[config.mk]
export PLATFORM = sky130hd
export DESIGN_NAME = alien_wave_ctrl
export DESIGN_NICKNAME = d
export VERILOG_FILES = /design/src/rtl/gatorga_pkg.sv /design/src/rtl/alien_wave_ctrl_hit_arbiter.sv /design/src/rtl/alien_wave_ctrl.sv
export SDC_FILE = /design/constraint.sdc
export NUM_CORES = 1
export LEC_CHECK = 0
export CORE_MARGIN = 3
export CORE_UTILIZATION = 40
export CTS_CLUSTER_SIZE = 20
export DETAILED_ROUTE_END_ITERATION = 10
export MAX_ROUTING_LAYER = met4
export SETUP_SLACK_MARGIN = 0.3
export SLEW_MARGIN = 20
export SYNTH_ARGS = -nofsm -noshare
export SYNTH_HDL_FRONTEND = slang
export SYNTH_HIERARCHICAL = 1
export SYNTH_SLANG_ARGS = --single-unit
[constraint.sdc]
create_clock -name pixel_clk -period 3.4 [get_ports pixel_clk]
set_input_delay 0.68 -clock pixel_clk [delete_from_list [all_inputs] [get_ports pixel_clk]]
set_output_delay 0.68 -clock pixel_clk [all_outputs]
set_load 0.05 [all_outputs]
[src/rtl/gatorga_pkg.sv]
// Shared types and playfield geometry for the gatorga alien formation logic.
package gatorga_pkg;

  // Formation scheduler phases.
  typedef enum logic [2:0] {
    ST_IDLE       = 3'd0,
    ST_SPAWN      = 3'd1,
    ST_MARCH      = 3'd2,
    ST_DESCEND    = 3'd3,
    ST_WAVE_CLEAR = 3'd4,
    ST_GAME_OVER  = 3'd5
  } wave_state_t;

  // Playfield coordinates are 12-bit signed.
  typedef logic signed [11:0] coord_t;

  // Playfield geometry: the formation keeps a border margin on both sides
  // and loses once it reaches the player row.
  localparam int PF_BORDER    = 16;
  localparam int PF_WIDTH     = 416;
  localparam int PLAYER_ROW_Y = 400;

  localparam int FORMATION_X_MIN   = PF_BORDER;
  localparam int FORMATION_X_MAX   = PF_WIDTH - PF_BORDER;
  localparam int FORMATION_Y_LIMIT = PLAYER_ROW_Y;

  // Width of an alien slot index (up to 16 slots).
  localparam int HIT_IDX_W = 4;

  // 16-bit add that sticks at all-ones instead of wrapping.
  function automatic logic [15:0] sat_add16(input logic [15:0] a, input logic [15:0] b);
    logic [16:0] sum;
    sum = {1'b0, a} + {1'b0, b};
    return sum[16] ? 16'hFFFF : sum[15:0];
  endfunction

endpackage

[src/rtl/alien_wave_ctrl_hit_arbiter.sv]
// Lowest-index priority encoder choosing which alien a bullet kills.
module hit_arbiter
  import gatorga_pkg::*;
#(
  parameter int N = 8
) (
  input  logic [N-1:0]         req,
  output logic                 valid,
  output logic [HIT_IDX_W-1:0] index
);

  // Scan from the top down so the lowest set request wins last.
  always_comb begin
    valid = |req;
    index = {HIT_IDX_W{1'b0}};
    for (int i = N - 1; i >= 0; i--) begin
      index = req[i] ? HIT_IDX_W'(i) : index;
    end
  end

endmodule

[src/rtl/alien_wave_ctrl.sv]
// Alien formation scheduler: march/descend motion, per-alien alive mask,
// one-kill-per-shot hit arbitration, wave respawn and game-over detection.
module alien_wave_ctrl
  import gatorga_pkg::*;
#(
  parameter int N_ALIENS     = 8,
  parameter int X_START      = 100,
  parameter int Y_START      = 40,
  parameter int X_MIN        = FORMATION_X_MIN,
  parameter int X_MAX        = FORMATION_X_MAX,
  parameter int STEP_X       = 2,
  parameter int STEP_Y       = 8,
  parameter int Y_LIMIT      = FORMATION_Y_LIMIT,
  parameter int STEP_FRAMES  = 2,
  parameter int CLEAR_FRAMES = 60,
  parameter int POINTS       = 10
) (
  input  logic                 pixel_clk,
  input  logic                 rst,
  input  logic                 fsync,
  input  logic                 bullet_active,
  input  logic [N_ALIENS-1:0]  alien_hit,
  output logic [N_ALIENS-1:0]  alien_enable,
  output coord_t               formation_x,
  output coord_t               formation_y,
  output logic                 bullet_consume,
  output logic [HIT_IDX_W-1:0] hit_index,
  output logic [15:0]          score,
  output logic [7:0]           wave_num,
  output logic                 game_over
);

  localparam logic [N_ALIENS-1:0] ALL_ALIVE = {N_ALIENS{1'b1}};
  localparam logic [N_ALIENS-1:0] NO_ALIEN  = {N_ALIENS{1'b0}};
  localparam logic [N_ALIENS-1:0] ONE_ALIEN = N_ALIENS'(1'b1);

  localparam coord_t X_START_C = coord_t'(X_START);
  localparam coord_t Y_START_C = coord_t'(Y_START);
  localparam coord_t STEP_X_C  = coord_t'(STEP_X);

  // Bound checks run one bit wider so x +/- step can never wrap.
  localparam logic signed [12:0] STEP_X_W  = 13'(STEP_X);
  localparam logic signed [12:0] STEP_Y_W  = 13'(STEP_Y);
  localparam logic signed [12:0] X_MIN_W   = 13'(X_MIN);
  localparam logic signed [12:0] X_MAX_W   = 13'(X_MAX);
  localparam logic signed [12:0] Y_LIMIT_W = 13'(Y_LIMIT);

  localparam logic [15:0] STEP_LAST  = 16'(STEP_FRAMES - 1);
  localparam logic [15:0] CLEAR_LAST = 16'(CLEAR_FRAMES - 1);
  localparam logic [15:0] POINTS_C   = 16'(POINTS);

  wave_state_t state_r, state_s;

  logic [N_ALIENS-1:0]  enable_r, enable_s;
  coord_t               x_r, x_s;
  coord_t               y_r, y_s;
  logic                 dir_left_r, dir_left_s;
  logic [15:0]          cnt_r, cnt_s;
  logic [15:0]          score_r, score_s;
  logic [7:0]           wave_r, wave_s;
  logic [HIT_IDX_W-1:0] hit_index_r, hit_index_s;
  logic                 consume_r, consume_s;
  logic                 lockout_r, lockout_s;
  logic                 game_over_r, game_over_s;

  logic [N_ALIENS-1:0]  live_hits_s;
  logic                 hit_valid_s;
  logic [HIT_IDX_W-1:0] hit_idx_s;
  logic                 hunting_s;
  logic                 accept_s;
  logic [N_ALIENS-1:0]  kill_bit_s;
  logic [N_ALIENS-1:0]  mask_after_s;
  logic                 mask_empty_s;
  logic                 step_due_s;
  logic                 clear_due_s;
  logic signed [12:0]   x_wide_s;
  logic signed [12:0]   y_wide_s;
  logic signed [12:0]   y_desc_s;
  logic                 x_blocked_s;
  logic                 y_over_s;

  // Only aliens still alive can be hit.
  assign live_hits_s = alien_hit & enable_r;

  hit_arbiter #(
    .N (N_ALIENS)
  ) u_hit_arbiter (
    .req   (live_hits_s),
    .valid (hit_valid_s),
    .index (hit_idx_s)
  );

  assign hunting_s    = (state_r == ST_MARCH) || (state_r == ST_DESCEND);
  assign accept_s     = hunting_s && bullet_active && !lockout_r && hit_valid_s;
  assign kill_bit_s   = ONE_ALIEN << hit_idx_s;
  assign mask_after_s = accept_s ? (enable_r & ~kill_bit_s) : enable_r;
  assign mask_empty_s = (mask_after_s == NO_ALIEN);

  assign step_due_s  = fsync && (cnt_r == STEP_LAST);
  assign clear_due_s = fsync && (cnt_r == CLEAR_LAST);

  assign x_wide_s    = {x_r[11], x_r};
  assign y_wide_s    = {y_r[11], y_r};
  assign y_desc_s    = y_wide_s + STEP_Y_W;
  assign y_over_s    = (y_desc_s >= Y_LIMIT_W);
  assign x_blocked_s = dir_left_r ? ((x_wide_s - STEP_X_W) < X_MIN_W)
                                  : ((x_wide_s + STEP_X_W) > X_MAX_W);

  // State register.
  always_ff @(posedge pixel_clk) begin
    if (rst) begin
      state_r <= ST_IDLE;
    end else begin
      state_r <= state_s;
    end
  end

  // Next-state: game over beats wave clear, wave clear beats motion.
  always_comb begin
    state_s = state_r;
    case (state_r)
      ST_IDLE: begin
        state_s = fsync ? ST_SPAWN : ST_IDLE;
      end
      ST_SPAWN: begin
        state_s = ST_MARCH;
      end
      ST_MARCH: begin
        if (mask_empty_s) begin
          state_s = ST_WAVE_CLEAR;
        end else if (step_due_s && x_blocked_s) begin
          state_s = ST_DESCEND;
        end else begin
          state_s = ST_MARCH;
        end
      end
      ST_DESCEND: begin
        if (fsync && y_over_s) begin
          state_s = ST_GAME_OVER;
        end else if (mask_empty_s) begin
          state_s = ST_WAVE_CLEAR;
        end else if (fsync) begin
          state_s = ST_MARCH;
        end else begin
          state_s = ST_DESCEND;
        end
      end
      ST_WAVE_CLEAR: begin
        state_s = clear_due_s ? ST_SPAWN : ST_WAVE_CLEAR;
      end
      ST_GAME_OVER: begin
        state_s = ST_GAME_OVER;
      end
      default: begin
        state_s = ST_IDLE;
      end
    endcase
  end

  // Output/datapath next values: kill bookkeeping runs beside motion.
  always_comb begin
    enable_s    = enable_r;
    x_s         = x_r;
    y_s         = y_r;
    dir_left_s  = dir_left_r;
    cnt_s       = cnt_r;
    score_s     = score_r;
    wave_s      = wave_r;
    hit_index_s = hit_index_r;
    consume_s   = 1'b0;
    lockout_s   = bullet_active ? (lockout_r | accept_s) : 1'b0;

    if (accept_s) begin
      enable_s    = mask_after_s;
      consume_s   = 1'b1;
      hit_index_s = hit_idx_s;
      score_s     = sat_add16(score_r, POINTS_C);
    end else begin
      consume_s   = 1'b0;
    end

    case (state_r)
      ST_SPAWN: begin
        enable_s   = ALL_ALIVE;
        x_s        = X_START_C;
        y_s        = Y_START_C;
        dir_left_s = 1'b0;
        cnt_s      = 16'd0;
        wave_s     = wave_r + 8'd1;
      end
      ST_MARCH: begin
        if (step_due_s) begin
          cnt_s = 16'd0;
          if (x_blocked_s) begin
            x_s = x_r;
          end else begin
            x_s = dir_left_r ? (x_r - STEP_X_C) : (x_r + STEP_X_C);
          end
        end else if (fsync) begin
          cnt_s = cnt_r + 16'd1;
        end else begin
          cnt_s = cnt_r;
        end
      end
      ST_DESCEND: begin
        if (fsync) begin
          y_s        = y_desc_s[11:0];
          dir_left_s = ~dir_left_r;
        end else begin
          y_s        = y_r;
        end
      end
      ST_WAVE_CLEAR: begin
        cnt_s = fsync ? (cnt_r + 16'd1) : cnt_r;
      end
      default: begin
        cnt_s = cnt_r;
      end
    endcase

    // The clear countdown always starts from zero.
    if ((state_s == ST_WAVE_CLEAR) && (state_r != ST_WAVE_CLEAR)) begin
      cnt_s = 16'd0;
    end else begin
      cnt_s = cnt_s;
    end

    game_over_s = (state_s == ST_GAME_OVER) ? 1'b1 : game_over_r;
  end

  // Datapath registers.
  always_ff @(posedge pixel_clk) begin
    if (rst) begin
      enable_r    <= NO_ALIEN;
      x_r         <= X_START_C;
      y_r         <= Y_START_C;
      dir_left_r  <= 1'b0;
      cnt_r       <= 16'd0;
      score_r     <= 16'd0;
      wave_r      <= 8'd0;
      hit_index_r <= {HIT_IDX_W{1'b0}};
      consume_r   <= 1'b0;
      lockout_r   <= 1'b0;
      game_over_r <= 1'b0;
    end else begin
      enable_r    <= enable_s;
      x_r         <= x_s;
      y_r         <= y_s;
      dir_left_r  <= dir_left_s;
      cnt_r       <= cnt_s;
      score_r     <= score_s;
      wave_r      <= wave_s;
      hit_index_r <= hit_index_s;
      consume_r   <= consume_s;
      lockout_r   <= lockout_s;
      game_over_r <= game_over_s;
    end
  end

  assign alien_enable   = enable_r;
  assign formation_x    = x_r;
  assign formation_y    = y_r;
  assign bullet_consume = consume_r;
  assign hit_index      = hit_index_r;
  assign score          = score_r;
  assign wave_num       = wave_r;
  assign game_over      = game_over_r;

endmodule

# Yosys cells after proc, flatten, opt, wreduce, memory -nomap -nowiden
# Cells that the tools add are included.
[word_totals]
register_bits = 83
out_inout_bits = 62
[op_classes]
addsub = 8
magnitude_cmp = 3
eq_ne = 13
shift = 1
muxes = 33
n_bitwise = 6
n_reduce_logical = 21
[ops]
columns = ["operator", "count"]
rows = [
  ["$mux W12", 4],
  ["$mux W16", 3],
  ["$pmux W12 S2", 2],
  ["$pmux W16 S3", 1],
  ["$mux W4", 7],
  ["$mux W8", 3],
  ["$pmux W3 S6", 1],
  ["$add A16 B4 Y17 const B", 1],
  ["$add A16 B1 Y16 const B", 1],
  ["$and A8 B8 Y8", 2],
  ["$eq A16 B1 Y1 const B", 1],
  ["$eq A16 B6 Y1 const B", 1],
  ["$mux W3", 5],
  ["$add A12 B3 Y13 const B", 1],
  ["$add A12 B5 Y13 const B", 1],
  ["$ge A13 B10 Y1 const B", 1],
  ["$gt A13 B10 Y1 const B", 1],
  ["$lt A13 B6 Y1 const B", 1],
  ["$sub A12 B3 Y13 const B", 1],
  ["$add A12 B3 Y12 const B", 1],
  ["$eq A3 B3 Y1 const B", 4],
  ["$sub A12 B3 Y12 const B", 1],
  ["$add A8 B1 Y8 const B", 1],
  ["$logic_and A1 B1 Y1", 8],
  ["other kinds (20)", 32],
]

# Depth between registers and ports, before layout
[depth]
word_depth = 20
mapped_depth = 13
ltp_nobuf = 12

# Modules after synthesis
# Netlist, hierarchy kept.
[modules_own_cells]
columns = ["module", "instances", "cells_each", "area_each_um2"]
rows = [
  ["alien_wave_ctrl", 1, 544, 4463.0],
  ["hit_arbiter", 1, 15, 91.3],
]

# Least setup slack after synthesis
# OpenSTA, ideal clock, no wires.
[synth_timing]
kind = "input to register"
from = "in alien_hit[4]"
to = "reg cnt_r[12]"
setup_time_ps = 88
t_arrival_ps = 2964
path_slack_ps = 349
cell_stages = 12
path_buffers = 1
cell_sequence = "and2_1 > nor4_1 > nand2_1 > and3b_1 > nand2_1 > o21ai_1 > and2b_2 > o2111a_2 > o31ai_2 > nor4_4 > buf_6 > nor4_2"
[synth_via]
word_cells_on_any_way = 20
classes_between = "eq/ne: 1; shift: 1; mux: 10; bitwise: 3; reduce/logical: 5"
[synth_rtl]
columns = ["element", "line_no", "source"]
rows = [
  ["start: declaration", "alien_wave_ctrl.sv:22", "input logic [N_ALIENS-1:0] alien_hit,"],
  ["$and A8 B8 Y8 (*)", "alien_wave_ctrl.sv:83", "assign live_hits_s = alien_hit & enable_r;"],
  ["$reduce_or A8 Y1 (*)", "alien_wave_ctrl_hit_arbiter.sv:14", "valid = |req;"],
  ["net hit_valid_s", "alien_wave_ctrl.sv:67", "logic hit_valid_s;"],
  ["$logic_and A1 B1 Y1 (*)", "alien_wave_ctrl.sv:94", "assign accept_s = hunting_s && bullet_active && !lockout_r && hit_valid_s;"],
  ["$mux W8 (*)", "alien_wave_ctrl.sv:96", "assign mask_after_s = accept_s ? (enable_r & ~kill_bit_s) : enable_r;"],
  ["$logic_not A8 Y1 (*)", "alien_wave_ctrl.sv:97", "assign mask_empty_s = (mask_after_s == NO_ALIEN);"],
  ["$mux W3", "alien_wave_ctrl.sv:140", "end else if (mask_empty_s) begin"],
  ["$mux W3", "alien_wave_ctrl.sv:138", "if (fsync && y_over_s) begin"],
  ["$pmux W3 S6 (*)", "alien_wave_ctrl.sv:121", "case (state_r)"],
  ["$eq A3 B3 Y1 (*)", "alien_wave_ctrl.sv:222", "if ((state_s == ST_WAVE_CLEAR) && (state_r != ST_WAVE_CLEAR)) begin"],
  ["$logic_and A1 B1 Y1 (*)", "alien_wave_ctrl.sv:222", ""],
  ["$reduce_or A2 Y1 (no line) (*)", "n/a", ""],
  ["end signal: assignment", "alien_wave_ctrl.sv:250", "cnt_r <= cnt_s;"],
  ["end: declaration", "alien_wave_ctrl.sv:58", "logic [15:0] cnt_r, cnt_s;"],
]
# Mark *: on every way through the listed nets, which the timed path passes. The rest lies on a longest branch.
# A chain may end at the register's enable or synchronous reset.

# Final worst setup path
[layout_timing]
from = "in alien_hit[1]"
to = "reg cnt_r[14]"
[layout_via]
elab_chain_len = 14
word_cells_on_any_way = 17
classes_between = "eq/ne: 1; shift: 1; mux: 7; bitwise: 3; reduce/logical: 5"
[layout_rtl]
columns = ["element", "line_no", "source"]
rows = [
  ["$and A8 B8 Y8 (*)", "alien_wave_ctrl.sv:83", ""],
  ["net live_hits_s[1]", "alien_wave_ctrl.sv:66", "logic [N_ALIENS-1:0] live_hits_s;"],
  ["$mux W4 (*) (2 in a row)", "alien_wave_ctrl_hit_arbiter.sv:17", "index = req[i] ? HIT_IDX_W'(i) : index;"],
  ["net hit_idx_s[0]", "alien_wave_ctrl.sv:68", "logic [HIT_IDX_W-1:0] hit_idx_s;"],
  ["$shl A1 B4 Y8 (*)", "alien_wave_ctrl.sv:95", "assign kill_bit_s = ONE_ALIEN << hit_idx_s;"],
  ["$not A8 Y8 (*)", "alien_wave_ctrl.sv:96", ""],
  ["$and A8 B8 Y8 (*)", "alien_wave_ctrl.sv:96", ""],
  ["$mux W8 (*)", "alien_wave_ctrl.sv:96", ""],
  ["$logic_not A8 Y1 (*)", "alien_wave_ctrl.sv:97", ""],
  ["$mux W3", "alien_wave_ctrl.sv:140", ""],
  ["$mux W3", "alien_wave_ctrl.sv:138", ""],
  ["$pmux W3 S6 (*)", "alien_wave_ctrl.sv:121", ""],
  ["$eq A3 B3 Y1 (*)", "alien_wave_ctrl.sv:222", ""],
  ["$logic_and A1 B1 Y1 (*)", "alien_wave_ctrl.sv:222", ""],
  ["$reduce_or A2 Y1 (no line) (*)", "n/a", ""],
]
# Marks and branches as above.

==> Implementation_results.wiki <==
{| class="wikitable"
! Metric !! Value
|-
| Status || completed
|-
| Drt via density || 5.58
|-
| Clock edge transition at the registers on the reported setup and hold paths || 0.06 ns
|-
| Slew margin rel. || 0.536
|-
| Residual DRC || 0
|-
| Share of flip-flops with an asynchronous set or reset after synthesis || 0
|-
| Row cnt || 38
|-
| Remaining global-route overflow || 0
|-
| Antenna violations before repair || 0
|-
| Arrival time of the worst setup path || between 3 and 4 ns
|-
| Ant. Diodes || 0
|-
| Relative area change from synthesis to final layout || 33.3%
|-
| Fraction of the yosys area taken by sequential cells || 0.347
|-
| Max_cap viols || 0
|-
| Wire length of the first global-routing pass || 20200 um
|-
| Routed wirelength normalized by instance count || approximately 15 um
|-
| P per Cell Area || ~420 nW/um^2
|-
| Setup crit start || alien_hit[1]
|-
| Netlist area before placement || 4550 um^2
|-
| Via count || 4431
|-
| Die Outline Area || 12700 um^2
|-
| Post-synth EDFFs || 0
|-
| Final critical-path share of the clock period || 0.923
|-
| Number of nets at the end of the flow || around 680
|-
| TritonCTS Sinks || just under 80
|-
| Initial cell density of the core || 0.415
|-
| Ordered list of cells on the worst path || clkdlybuf4s15_1 > and2_4 > o21bai_1 > o41ai_2 > buf_4 > nor4b_4 > nand2_2 > o32ai_2 > o2111a_2 > o22ai_4 > nor4_4 > clkbuf_16 > nor4_2
|-
| Highest achievable clock rate || roughly 0.32 GHz
|-
| Instance area after placement || 5460 um^2
|-
| Worst-path maximum fanout || 8
|-
| Path type of the worst setup path || primary input to flip-flop
|-
| Crit start category || primary input
|-
| Yosys reg bits || just under 80
|-
| CTS tree || done
|-
| Max-slew violation total from the final report || 0
|-
| CTS Buf Count || 9
|-
| Total Neg Setup Slack || 0 ns
|-
| Leading register cell type out of synthesis || dfxtp_1
|-
| Synth top area cells || dfxtp_1, a21oi_1, nor2_1
|-
| Footprint of the multi-input gates || just under 3000 um^2
|-
| First drt pass iteration count || 5
|-
| Area used by sequential logic in the layout || ~1600 um^2
|-
| Leakage power || around 2.2 nW
|-
| Die height || roughly 110 um
|-
| Per-instance average area after synthesis || just over 8 um^2
|-
| Worst-Margin Slew || approximately 0.70 ns
|-
| Yosys warning count || 6
|-
| Vias in the first global route || around 4.1k
|-
| Post-route cell area || about 6000 um^2
|-
| Horizontal die dimension || 113 um
|-
| Shortest clock period the worst path allows after layout || around 3.1 ns
|-
| CP max stage cell || nor4_4
|-
| First-iteration detailed-routing DRC count || between 200 and 300
|-
| Maximum resistive drop on vdd || approximately 0.31 mV
|-
| Overall power consumption || ~2.5 mW
|-
| Portion of synthesized cell area occupied by the leading cell type || 0.347
|-
| All-layer global routing usage || 0.194
|-
| Fillers || 1018
|-
| Post-synthesis instance total || roughly 560
|-
| Worst min-delay path category || flip-flop to flip-flop
|-
| Launch instance of the worst register-to-register path || alien_enable[6]$_SDFFE_PP0P_
|-
| Area of the core region || about 11000 um^2
|-
| Leading cell types by count after synthesis || dfxtp_1, a21oi_1, nor2_1
|-
| Clock latency on the worst-skew pair || around 0.33 ns
|-
| Worst endpoint required time || between 3 and 4 ns
|-
| Total I/O pin count || 74
|-
| Global placer's final weighted congestion || approximately 0.88
|-
| Pin count of the biggest net entering global routing || 43
|-
| Post-route worst hold slack || 0.451 ns
|-
| Final Util || 0.553
|-
| Port Buf Inserts || 69
|-
| Unrepaired setup endpoints after global routing || yes
|-
| CTS H-Tree Depth || 3
|-
| Worst Min Path Start || score[0]$_SDFFE_PP0P_
|-
| Total routed wirelength || 12200 um
|-
| Most used standard cell by instance count after synthesis || dfxtp_1
|-
| Synth unique cells || between 70 and 80
|-
| CP endpoint kind || flip-flop
|-
| Root buffer selected by CTS || clkbuf_16
|-
| Setup-failing EPs final || 0
|-
| Ratio of cells with drive above 1 in the final layout || 0.176
|-
| Largest area contributor in the netlist || dfxtp_1
|-
| Maximum cell stage delay along the critical path || approximately 0.46 ns
|-
| Clock Path Buffers || 2
|-
| Final-report hold violation count || 0
|-
| Clk_skew || 0.00751 ns
|-
| Post-route ant nets || 0
|-
| Hpwl dp || between 8000 and 9000 um
|}
-- worst paths after layout --
check | slack, ns | cells past startpoint | end
worst min-delay path | 0.45 | 2 | score[0]$_SDFFE_PP0P_
worst min register to register | 0.45 | 2 | score[0]$_SDFFE_PP0P_
worst max register to register | 0.31 | 13 | cnt_r[14]$_SDFFE_PP0P_
worst max-delay path | 0.26 | 13 | cnt_r[14]$_SDFFE_PP0P_
-- metal layers --
| metal | routed length, um | GRT usage | vias to the layer above | part of all wire |
|---|---|---|---|---|
| met4 | 95 | 0.0385 | 0 | 0.0078 |
| met1 | 5810 | 0.270 | 2119 | 0.48 |
| met2 | 5700 | 0.295 | 101 | 0.47 |
| li1 | - | - | 2199 | - |
| met3 | 607 | 0.0369 | 12 | 0.050 |
| met5 | 0 | - | - | 0 |
-- worst max-delay path: cells and delay by family --
family | cells | cell delay (ns)
AO/OA/AOI/OAI | 5 | 0.94
buffers and inverters | 3 | 0.59
AND/OR/NAND/NOR | 5 | 1.10
-- sequential cells by signal, indices dropped and copies added (netlist names) --
name            count
cnt_r              16
score              16
formation_x        11
formation_y         9
alien_enable        8
wave_num            8
hit_index           4
state_r             3
bullet_consume      1
dir_left_r          1
game_over           1
lockout_r           1
-- logic make-up after synthesis --
| group | count (synthesis) | share of synthesized area |
|---|---|---|
| compound gates | 140 | 0.189 |
| xor+xnor | 34 | 0.0654 |
| fa+ha+maj | 15 | 0.0429 |
| buf+inv | 48 | 0.0571 |
| flops | 79 | 0.347 |
| mux | 1 | 0.00220 |
| other cells | 2 | 0.00165 |
| simple gates | 240 | 0.294 |
-- final cells by class --
class	count	area share
timing repair buffer	110	0.168
sequential	79	0.261
clock inverter	4	0.0115
multi-input combinational	435	0.482
clock buffer	11	0.0400
inverter	15	0.00928
tap	140	0.0289
-- placed cells by master (no fill, tap or decap), types with 10 or more instances in the layout --
cell / count
xor2_1: 17
a21oi_1: 58
clkdlybuf4s50_1: 60
inv_1: 13
buf_4: 36
clkbuf_16: 10
ha_1: 14
nand2_1: 47
nor4_1: 15
nor3_1: 17
nor2_1: 53
nand3_1: 24
xnor2_1: 17
o21ai_0: 29
dfxtp_1: 79
-- per-stage QoR --
stage	worst slack [ns]	std cells
after floorplan	0.349	562
after global placement	-0.112	768
after detailed placement	-0.245	768
after CTS	0.304	790
after global routing	0.183	794
final	0.262	794
-- report_power, final --
part / switching, mW / internal (mW)
logic: 0.306 / 0.213
clock network: 0.361 / 0.657
registers: 0.0401 / 0.949
total: 0.707 / 1.82
-- timing repair --
action,4_1_cts,5_1_grt
cloned,1,0
resized for setup,51,15
pin swaps,1,20
buffers inserted,6,4
endpoints found under the setup margin,17,17
hold buffers,0,0
No activity file was read; power rests on OpenSTA's default activity.
==> patch: new RTL, same flow settings <==
Reset style: asynchronous (`rst`), changed in 2 clocked blocks.
--- a/src/rtl/alien_wave_ctrl.sv
+++ b/src/rtl/alien_wave_ctrl.sv
@@ -107,7 +107,7 @@
                                   : ((x_wide_s + STEP_X_W) > X_MAX_W);
 
   // State register.
-  always_ff @(posedge pixel_clk) begin
+  always_ff @(posedge pixel_clk or posedge rst) begin
     if (rst) begin
       state_r <= ST_IDLE;
     end else begin
@@ -229,7 +229,7 @@
   end
 
   // Datapath registers.
-  always_ff @(posedge pixel_clk) begin
+  always_ff @(posedge pixel_clk or posedge rst) begin
     if (rst) begin
       enable_r    <= NO_ALIEN;
       x_r         <= X_START_C;
Formal check against the unedited RTL: differs if rst is asserted again (counterexample within 4 cycles, from zero or initial values and one cycle with rst high); with rst held inactive, the same outputs for 10 cycles.
==> patch against the original RTL <==
Count of clock-buffer cells in the layout fell by 1. Worst setup slack got worse by 0.085 ns. Fmax down 2.6%. Clock skew rose by 0.0020 ns. Final area up 4.9%. Synthesized area grew 3.1%. Sequential cell count is the same. Register-to-register slack worse by 0.13 ns. Routed wire length fell by 1.8%. Non-clock buffer count increased by 3.
Power is not compared: it rests on default switching activity, and its combinational part moved more than twofold at a synthesized area within 25%.
==> patch: results (changes against the original RTL) <==
Outcome: complete, no violations (unchanged)
Pin count of the biggest net entering global routing: 31 (was 43)
RD Place Congestion: 0.855 (was 0.878)
All-Layer GR Usage: 19.2% (was 19.4%)
Netlist cell types: 65 (was 73)
Async SR Flop Fraction: 100% (was 0%)
HPWL after detailed placement: 8.34 mm (was 8.39 mm)
Non-clk invs: 30 (was 15)
First-pass GRT wire length: 20.2 mm (about the same)
Nonclk buf count: 113 (was 110)
Vias/cell: 5.50 (was 5.58)
Post-synth top flop: dfrtp_1 (was dfxtp_1)
Fin Clk Skew: 0.00946 ns (was 0.00751 ns)
Resized Gates After CTS: 66 (was 51)
#MultiIn Comb: 421 (was 435)
Setup bufs post-CTS: 10 (was 6)
Area fraction in compound gates after synthesis: 18.4% (was 18.9%)
DR iter-0 viols: 320 (was 263)
Wire per inst: 15.0 um (was 15.4 um)
Post-synthesis mux area share: 0.693% (was 0.220%)
Signal buf overhead: 16.3% (was 16.8%)
DR pass1 iterations: 4 (was 5)
Clk tree area frac: 5.07% (was 5.15%)
Register area share after synthesis: 42.2% (was 34.7%)
Vias in the first global route: 4365 (was 4135)
Post-Synth XOR/XNOR Area: 3.92% (was 6.54%)
[patch: cell types whose count changed in the layout (fill, tap and decap cells not counted), sizes merged, moves of 16 or more]
cell / before / now
dfxtp: 79 / 0
dfrtp: 0 / 74
a21oi: 59 / 16
o21ai: 31 / 54
inv: 14 / 30
nand2: 49 / 65
[patch: worst paths after layout]
| check | start | endpoint | slack (ns) | cells past startpoint |
|---|---|---|---|---|
| worst max-delay path | alien_hit[3] | cnt_r[7] | 0.18 | 13 |
| worst min-delay path | score[0] | score[0] | 0.46 | 1 |
| worst max register to register | alien_enable[3] | cnt_r[7] | 0.18 | 12 |
| worst min register to register | score[0] | score[0] | 0.46 | 1 |
| max in group asynchronous | rst | formation_x[2] | 1.97 | 3 |
| min in group asynchronous | rst | score[13] | 0.67 | 2 |
[patch: metal layers]
layer / track usage, % / up-vias / wire length (um)
li1: - / 2169 / -
met1: 24.2 / 2122 / 5480
met2: 31.4 / 90 / 5830
met3: 3.54 / 17 / 490
met4: 6.33 / 0 / 181
met5: - / - / 0
[patch: stage by stage]
stage               worst slack (ns)  hold slack, ns  std cells  cell area, um2
finish                         0.177           0.464        799            6370
detailed placement            -0.469           0.451        769            5740
CTS                            0.129           0.471        796            6290
global route                  0.0618           0.496        799            6370
floorplan                     0.0955           0.483        551            4740
global placement              -0.413           0.451        769            5740
[patch: where the power goes]
group | switching, mW | internal (mW)
clock network | 0.406 | 0.649
logic | 1.99 | 1.36
registers | 0.328 | 1.21
[patch: critical path, stage by stage]
cell and delay (ns):
buf_2 0.10, and2_4 0.13, nor2b_4 0.13, o21bai_4 0.12
o41ai_4 0.10, nand4bb_4 0.20, or4_4 0.55, a21o_1 0.19
a211o_1 0.33, a221o_1 0.38, a31oi_4 0.27, clkbuf_16 0.22
o21ai_2 0.05
